## src/rtl/wall_datapath.sv

```systemverilog
// wall_datapath: wall position, touch status and bar renderer for the VGA plot port.
// Define WALL_ERASE_EN to erase the previous bar before painting the new one.
module wall_datapath #(
    parameter int         START_X     = 156,
    parameter int         HIT_X       = 20,
    parameter int         STEP        = 1,
    parameter int         WALL_W      = 4,
    parameter logic [2:0] WALL_COLOUR = 3'b010
) (
    input  logic       clk,
    input  logic       reset,
    input  logic [3:0] current,
    input  logic       tick,
    output logic       touched,
    output logic [7:0] wall_x,
    output logic [7:0] vga_x,
    output logic [6:0] vga_y,
    output logic [2:0] vga_colour,
    output logic       vga_plot,
    output logic       busy
);

    localparam logic [3:0] CUR_MOVE = 4'h6;
    localparam logic [3:0] CUR_STOP = 4'h7;
    localparam logic [3:0] CUR_DRAW = 4'h8;

    localparam logic [7:0] START8 = 8'(START_X);
    localparam logic [7:0] HIT8   = 8'(HIT_X);
    localparam logic [8:0] HIT9   = 9'(HIT_X);
    localparam logic [8:0] STEP9  = 9'(STEP);
    localparam logic [2:0] WLAST  = 3'(WALL_W - 1);
    localparam logic [6:0] RLAST  = 7'd119;

`ifdef WALL_ERASE_EN
    typedef enum logic [1:0] {IDLE, ERASE, PAINT} rstate_t;
`else
    typedef enum logic [0:0] {IDLE, PAINT} rstate_t;
`endif

    logic       st_move;
    logic       st_draw;
    logic       st_ready;
    logic       tick_pending;
    logic [8:0] diff;
    logic [7:0] moved;

    rstate_t    state;
    rstate_t    nstate;
    logic [6:0] row;
    logic [6:0] nrow;
    logic [2:0] col;
    logic [2:0] ncol;
    logic [7:0] nbase;
    logic [7:0] new_x;
    logic [7:0] drawn_x;
    logic       drawn_valid;
    logic       start;
    logic       done;
    logic       last;
    logic [6:0] adv_row;
    logic [2:0] adv_col;
    logic [8:0] px_sum;
    logic       pix_in;

    // Decode the FSM state code; unknown codes behave as READY.
    always_comb begin
        st_move = 1'b0;
        st_draw = 1'b0;
        case (current)
            CUR_MOVE: st_move = 1'b1;
            CUR_DRAW: st_draw = 1'b1;
            default:  ;
        endcase
        st_ready = !(st_move || st_draw || current == CUR_STOP);
    end

    // Step left with a 9-bit difference so small positions cannot wrap.
    always_comb begin
        diff  = {1'b0, wall_x} - STEP9;
        moved = (diff[8] || diff < HIT9) ? HIT8 : diff[7:0];
    end

    // Position, tick latch and touch status.
    always_ff @(posedge clk) begin
        if (reset) begin
            wall_x       <= START8;
            touched      <= 1'b0;
            tick_pending <= 1'b0;
        end else begin
            touched <= (wall_x <= HIT8);
            if (st_ready) begin
                wall_x       <= START8;
                tick_pending <= 1'b0;
            end else if (st_move) begin
                if (tick_pending && wall_x > HIT8)
                    wall_x <= moved;
                tick_pending <= tick;
            end else if (tick) begin
                tick_pending <= 1'b1;
            end
        end
    end

    // Render engine next state and the coordinates of the next pixel.
    always_comb begin
        last    = (row == RLAST) && (col == WLAST);
        adv_col = (col == WLAST) ? 3'd0 : col + 3'd1;
        adv_row = (col == WLAST) ? row + 7'd1 : row;
        nstate  = state;
        nrow    = adv_row;
        ncol    = adv_col;
        nbase   = new_x;
        start   = 1'b0;
        done    = 1'b0;
        case (state)
            IDLE: begin
                nrow  = 7'd0;
                ncol  = 3'd0;
                nbase = wall_x;
                if (st_draw && (!drawn_valid || drawn_x != wall_x)) begin
                    start  = 1'b1;
`ifdef WALL_ERASE_EN
                    if (drawn_valid) begin
                        nstate = ERASE;
                        nbase  = drawn_x;
                    end else begin
                        nstate = PAINT;
                    end
`else
                    nstate = PAINT;
`endif
                end
            end
`ifdef WALL_ERASE_EN
            ERASE: begin
                nbase = drawn_x;
                if (last) begin
                    nstate = PAINT;
                    nrow   = 7'd0;
                    ncol   = 3'd0;
                    nbase  = new_x;
                end
            end
`endif
            PAINT: begin
                if (last) begin
                    nstate = IDLE;
                    done   = 1'b1;
                end
            end
            default: nstate = IDLE;
        endcase
        px_sum = {1'b0, nbase} + {6'b0, ncol};
        pix_in = (px_sum <= 9'd159);
    end

    // Render engine state, scan counters and bar bookkeeping.
    always_ff @(posedge clk) begin
        if (reset) begin
            state       <= IDLE;
            row         <= 7'd0;
            col         <= 3'd0;
            new_x       <= 8'd0;
            drawn_x     <= 8'd0;
            drawn_valid <= 1'b0;
        end else begin
            state <= nstate;
            row   <= nrow;
            col   <= ncol;
            if (start)
                new_x <= wall_x;
            if (done) begin
                drawn_x     <= new_x;
                drawn_valid <= 1'b1;
            end
        end
    end

    // Pixel outputs registered together; clipped columns scan without plotting.
    always_ff @(posedge clk) begin
        if (reset || nstate == IDLE) begin
            vga_x      <= 8'd0;
            vga_y      <= 7'd0;
            vga_colour <= 3'd0;
            vga_plot   <= 1'b0;
        end else begin
            vga_x      <= px_sum[7:0];
            vga_y      <= nrow;
            vga_colour <= (nstate == PAINT) ? WALL_COLOUR : 3'd0;
            vga_plot   <= pix_in;
        end
    end

    assign busy = (state != IDLE);

endmodule

```

## config.mk

```make
export PLATFORM = sky130hd
export DESIGN_NAME = wall_datapath
export DESIGN_NICKNAME = d
export VERILOG_FILES = /design/src/rtl/wall_datapath.sv
export SDC_FILE = /design/constraint.sdc
export NUM_CORES = 1
export LEC_CHECK = 0
export CAP_MARGIN = 0
export CORE_ASPECT_RATIO = 1.5
export CORE_UTILIZATION = 49
export CTS_CLUSTER_DIAMETER = 150
export CTS_CLUSTER_SIZE = 20
export DETAILED_ROUTE_END_ITERATION = 16
export PLACE_DENSITY = 0.75
export REMOVE_ABC_BUFFERS = 1
export SLEW_MARGIN = 15
export SYNTH_ARGS = -nofsm -noshare
export SYNTH_HDL_FRONTEND = slang
export SYNTH_SLANG_ARGS = --single-unit
```

## constraint.sdc

```tcl
create_clock -name clk -period 2.55 [get_ports clk]
set_input_delay 0.51 -clock clk [delete_from_list [all_inputs] [get_ports clk]]
set_output_delay 0.51 -clock clk [all_outputs]
set_load 0.03 [all_outputs]
```

; ---- After elaboration in Yosys (flattened, before gate mapping)
; Cells that the tools add are included.
[word_totals]
ff_bits = 57
in_bits = 7
word_cells = 59
out_inout_bits = 29
[op_classes]
n_eq_ne = 6
mux = 17
add_sub_neg = 4
order_cmp = 4
reduce_logical = 12
n_bitwise = 3
[op_table]
columns = op, count
row1 = 8-bit two-way mux, 2
row2 = 7-bit two-way mux, 2
row3 = 8-bit by 3-bit adder with 9-bit output, 1
row4 = "9-bit by 8-bit less-or-equal comparator with 1-bit output, second input constant", 1
row5 = "9-bit by 5-bit less-than comparator with 1-bit output, second input constant", 1
row6 = 1-bit two-way mux, 9
row7 = "8-bit by 1-bit subtractor with 9-bit output, second input constant", 1
row8 = "4-bit by 3-bit == test with 1-bit output, second input constant", 2
row9 = "8-bit by 5-bit > comparator with 1-bit output, second input constant", 1
row10 = "8-bit by 5-bit less-or-equal comparator with 1-bit output, second input constant", 1
row11 = 8-bit != test, 1
row12 = "7-bit by 1-bit adder with 7-bit output, second input constant", 1
row13 = "7-bit == test, second input constant", 1
row14 = 3-bit two-way mux, 2
row15 = 1-bit logical OR, 5
row16 = "4-bit == test, second input constant", 1
row17 = "3-bit by 1-bit adder with 3-bit output, second input constant", 1
row18 = "3-bit by 2-bit == test with 1-bit output, second input constant", 1
row19 = 1-bit logical AND, 3
row20 = 1-bit NOT, 3
row21 = 2-bit two-way mux, 1
row22 = 1-bit one-hot mux with 2 select lines, 1
row23 = 2-bit AND reduction, 1
row24 = 2-bit nonzero test, 1
row25 = other kinds (2), 2

; ---- Logic depth before layout (Yosys ltp)
[depth]
depth_word = 7
depth_mapped = 13

; ---- Least setup slack after synthesis
; Ideal clock, no wire load.
[synth_path]
path_type = register to register
startpoint = reg state (netlist: busy)
endpoint = reg vga_plot
setup_slack_ps = -465
required_time_ps = 2455
setup_time_ps = 95
n_path_buf = 3
arrival_time_ps = 2919
stages_incl_launch_ff = 14
synth_period_minus_slack_ps = 3015
cell_sequence = dfxtp_1 -> buf_2 -> buf_1 -> clkbuf_1 -> nand2_1 -> nor2_1 -> ha_1 -> inv_1 -> fa_1 -> nor2b_1 -> o221a_2 -> xor2_1 -> nand2_1 -> a221oi_1
[synth_via]
elab_cells_between_ends = 8
classes_between = add/sub: 1 / order compare: 1 / mux: 3 / bitwise: 2 / reduce/logical: 1
[synth_rtl]
columns = item, line
row1 = from (decl), 47  ; rstate_t state;
row2 = from (signal assigned), 167  ; state <= nstate;
row3 = 3-bit two-way mux, 115  ; case (state)
row4 = net ncol[0], 52  ; logic [2:0] ncol;
row5 = 8-bit by 3-bit adder with 9-bit output, 153  ; px_sum = {1'b0, nbase} + {6'b0, ncol};
row6 = 9-bit by 8-bit less-or-equal comparator with 1-bit output, 154  ; pix_in = (px_sum <= 9'd159);
row7 = to (signal assigned), 190  ; vga_plot <= pix_in;
row8 = to (decl), 19  ; output logic vga_plot,
; The timed path passes the listed nets, and every way through them passes these cells.
; A chain may end at the register's enable or synchronous reset.

; ---- Worst setup path in the final report
[layout_path]
startpoint = reg state (netlist: busy)
endpoint = reg vga_plot
[layout_via]
elab_chain_cells = 4
elab_cells_between_ends = 8
classes_between = add/sub: 1 / order compare: 1 / mux: 3 / bitwise: 2 / reduce/logical: 1
[layout_rtl]
columns = item
row1 = "parallel branches: the longest is 4 deep, another holds 8-bit by 3-bit adder with 9-bit output"
; Parallel ways; which one is timed is not known.

==> impl_metrics.ini <==
[place]
dpl.hpwl_mm = 3.91
portBuffers = 33
preCtsSetupSlack_ps = 58.8
gp_congestion = 0.819

[clock_network]
insertion_delay_ps = 300
clockRootBuffer = clkbuf_8
clockBufferDepth = 2
cts_buffers = 5
post-cts-setup-buffer-count = 0
clkTransAtPathRegs_ps = 90
clock_sinks = 55
cts_tree = done
ctsHoldBuffers = 0
htreeDepth = 2

[worst_setup_path]
rrSetupSlack_ps = 170
cp-startpoint = busy
endpoint = vga_plot
critPathLaunchType = flop
crit_fanout = 13
required_ps = 2760
r2r-end = vga_plot
r2r_start = busy
endpoint_kind = flop
path_class = flop to flop
worstPathArrival_ps = 2590
r2r_cells = 7

[synth]
synth_edf_count = 0
postSynthAreaPerCell_sq_um = 9.22
synth_common_cells = dfxtp_1, nor2_1, mux2i_1
syn_area_sq_um = 2640
async_reset_ff_share_pct = 0
ys_ff_latch = 55
seq_area_frac_synth_pct = 41.8
synth.area.top_cells = dfxtp_1, mux2i_1, nor2_1
synth-compound-area-share_pct = 10.7
synthMuxAreaShare_pct = 8.88
synth_top_cell_by_area = dfxtp_1
synth_flop_cell = dfxtp_1
synthAdderAreaFrac_pct = 4.08
syn_inst = 286
yosys_warnings = 0
yosysMostFrequentCell = dfxtp_1
synth_top_area_share_pct = 41.8
synth_top_family_by_area = simple AND/OR/NAND/NOR gates
synth-xor-area-share_pct = 8.35
synth-simple-area-share_pct = 20.6
yosysUniqueCellTypes = 51

[sta]
max_freq_mhz = 420
setup-violations-final = 0
layout_min_cycle_time_ps = 2380
worst_slack_ps = 171
tightestPinTransition_ps = 619
skew_ps = 4.87
finalMaxSlewViolations = 0
finalHoldViolations = 0
max_slew_margin_pct = 58.7
period_share_pct = 93.3

[routing]
drc = 0
antenna_left = 0
drtPass1Iterations = 4
vias_per_cell = 5.25
wl_mm = 5.25
detail_route.iter0.violations = 65
wl_per_cell_microns = 13.2
num_vias = 2085

[global_route]
grt.busiest_layer = met2
grt_max_degree = 17
grt_pass1_wl_mm = 9.07
grt_use_met2_pct = 37.4
use_met3_pct = 4.23
grt_pass1_vias = 2036
antenna_found_initial = 0
grt_usage_pct = 21.1
grt_util_met1_pct = 23.6
overflow = 0

[floorplan]
ios = 36
num_rows = 32
die-width_microns = 61.9
die_h_microns = 91.8
dieArea_sq_um = 5680
coreArea_sq_um = 5160
start_util_pct = 51.0

[power]
p_leak_nw = 1.39
ir_drop_v = 0.000338
total_power_w = 0.00153
power_density_nw_per_um2 = 474

[min_path]
hp-class = flop to flop

[final_layout]
layout-drive-gt1-share_pct = 11.9
area_growth_pct = 22.1
nNetsFinal = 343
multi_input_area_sq_um = 1410
seq_area_sq_um = 1100
antenna_cells = 0
fillers = 447

[run]
cap_violations = 0

[run_status]
status = complete, no violations
[worst min path at each step]
| stage | start | end | cells past startpoint |
|---|---|---|---|
| 3_3_place_gp | drawn_valid | drawn_valid | 2 |
| 4_1_cts | drawn_valid | drawn_valid | 2 |
| 3_5_place_dp | drawn_valid | drawn_valid | 2 |
| 5_1_grt | col[0] | col[0] | 1 |
| 6_report | col[0] | col[0] | 1 |
| 2_1_floorplan | drawn_valid | drawn_valid | 2 |
[routing by layer]
| metal | part of all wire, % | wire [microns] | vias to the layer above |
|---|---|---|---|
| li1 | - | - | 1057 |
| met2 | 54 | 2820 | 35 |
| met4 | 2.4 | 125 | 0 |
| met1 | 42 | 2200 | 981 |
| met5 | 0 | 0 | - |
| met3 | 1.9 | 102 | 12 |
[kinds of logic after synthesis]
family / after synthesis
AOI/OAI and AO/OA: 41
xor gates and xnor gates: 23
adders and majority gates: 8
buffers and inverters: 28
DFF: 55
muxes: 23
other: 1
and+or+nand+nor: 107
[state kept, by name, summed over array words and instances (netlist names)]
register and flops:
row 7, new_x 8, touched 1, col 3, vga_y 7, vga_colour 1
drawn_x 8, wall_x 8, vga_x 8, tick_pending 1, drawn_valid 1, vga_plot 1
busy 1
[cell type report]
| class | count | area share [%] |
|---|---|---|
| inverters | 11 | 1.28 |
| repair buffers | 51 | 14.5 |
| clock buffers | 6 | 2.57 |
| well taps | 68 | 2.64 |
| clock inverters | 2 | 1.09 |
| multi-input cells | 204 | 43.8 |
| flip-flops and latches | 55 | 34.2 |
[per-stage QoR]
stage          hold slack [ps]  TNS [ps]  area, sq um  instances  util, %
2_1_floorplan              420      -126         2540        270        -
3_3_place_gp               437         0         3090        389     59.8
3_5_place_dp               445         0         3090        389     59.8
4_1_cts                    460         0         3210        397     62.1
5_1_grt                    495     -20.2         3220        397     62.3
6_report                   462         0         3220        397     62.3
[layout by cell type (no fill, tap or decap), types with 3 or more instances in the layout]
| cell | count |
|---|---|
| clkdlybuf4s50_1 | 33 |
| xor2_1 | 9 |
| inv_1 | 11 |
| nor2b_1 | 3 |
| a21o_1 | 3 |
| mux2_2 | 3 |
| nor2_1 | 46 |
| nand3_1 | 10 |
| o21ai_0 | 7 |
| dfxtp_1 | 55 |
| mux2i_1 | 20 |
| nand2_1 | 18 |
| xnor2_1 | 13 |
| clkbuf_8 | 6 |
| nor3_1 | 5 |
| buf_4 | 18 |
| o211ai_1 | 4 |
| ha_1 | 7 |
| nand2b_1 | 6 |
| a21oi_1 | 9 |
[power breakdown]
group	switching, W	internal, W	total [W]
Sequential	0.00000566	0.000864	0.000870
Clock	0.000267	0.000318	0.000585
Combinational	0.0000383	0.0000334	0.0000717
[critical path: stages, from the launching register on]
cell and delay (ps):
dfxtp_1 570, mux2_2 380, ha_1 320, nand3_1 110
a22oi_1 330, nand2_1 110, xor2_1 200, a221oi_1 260
[timing repair]
item | in CTS | in global routing
endpoints found under the setup margin | 0 | 2
hold endpoints to repair | 0 | 0
gates resized for setup | 0 | 4
Note: power is estimated with default switching activity, not from simulation.
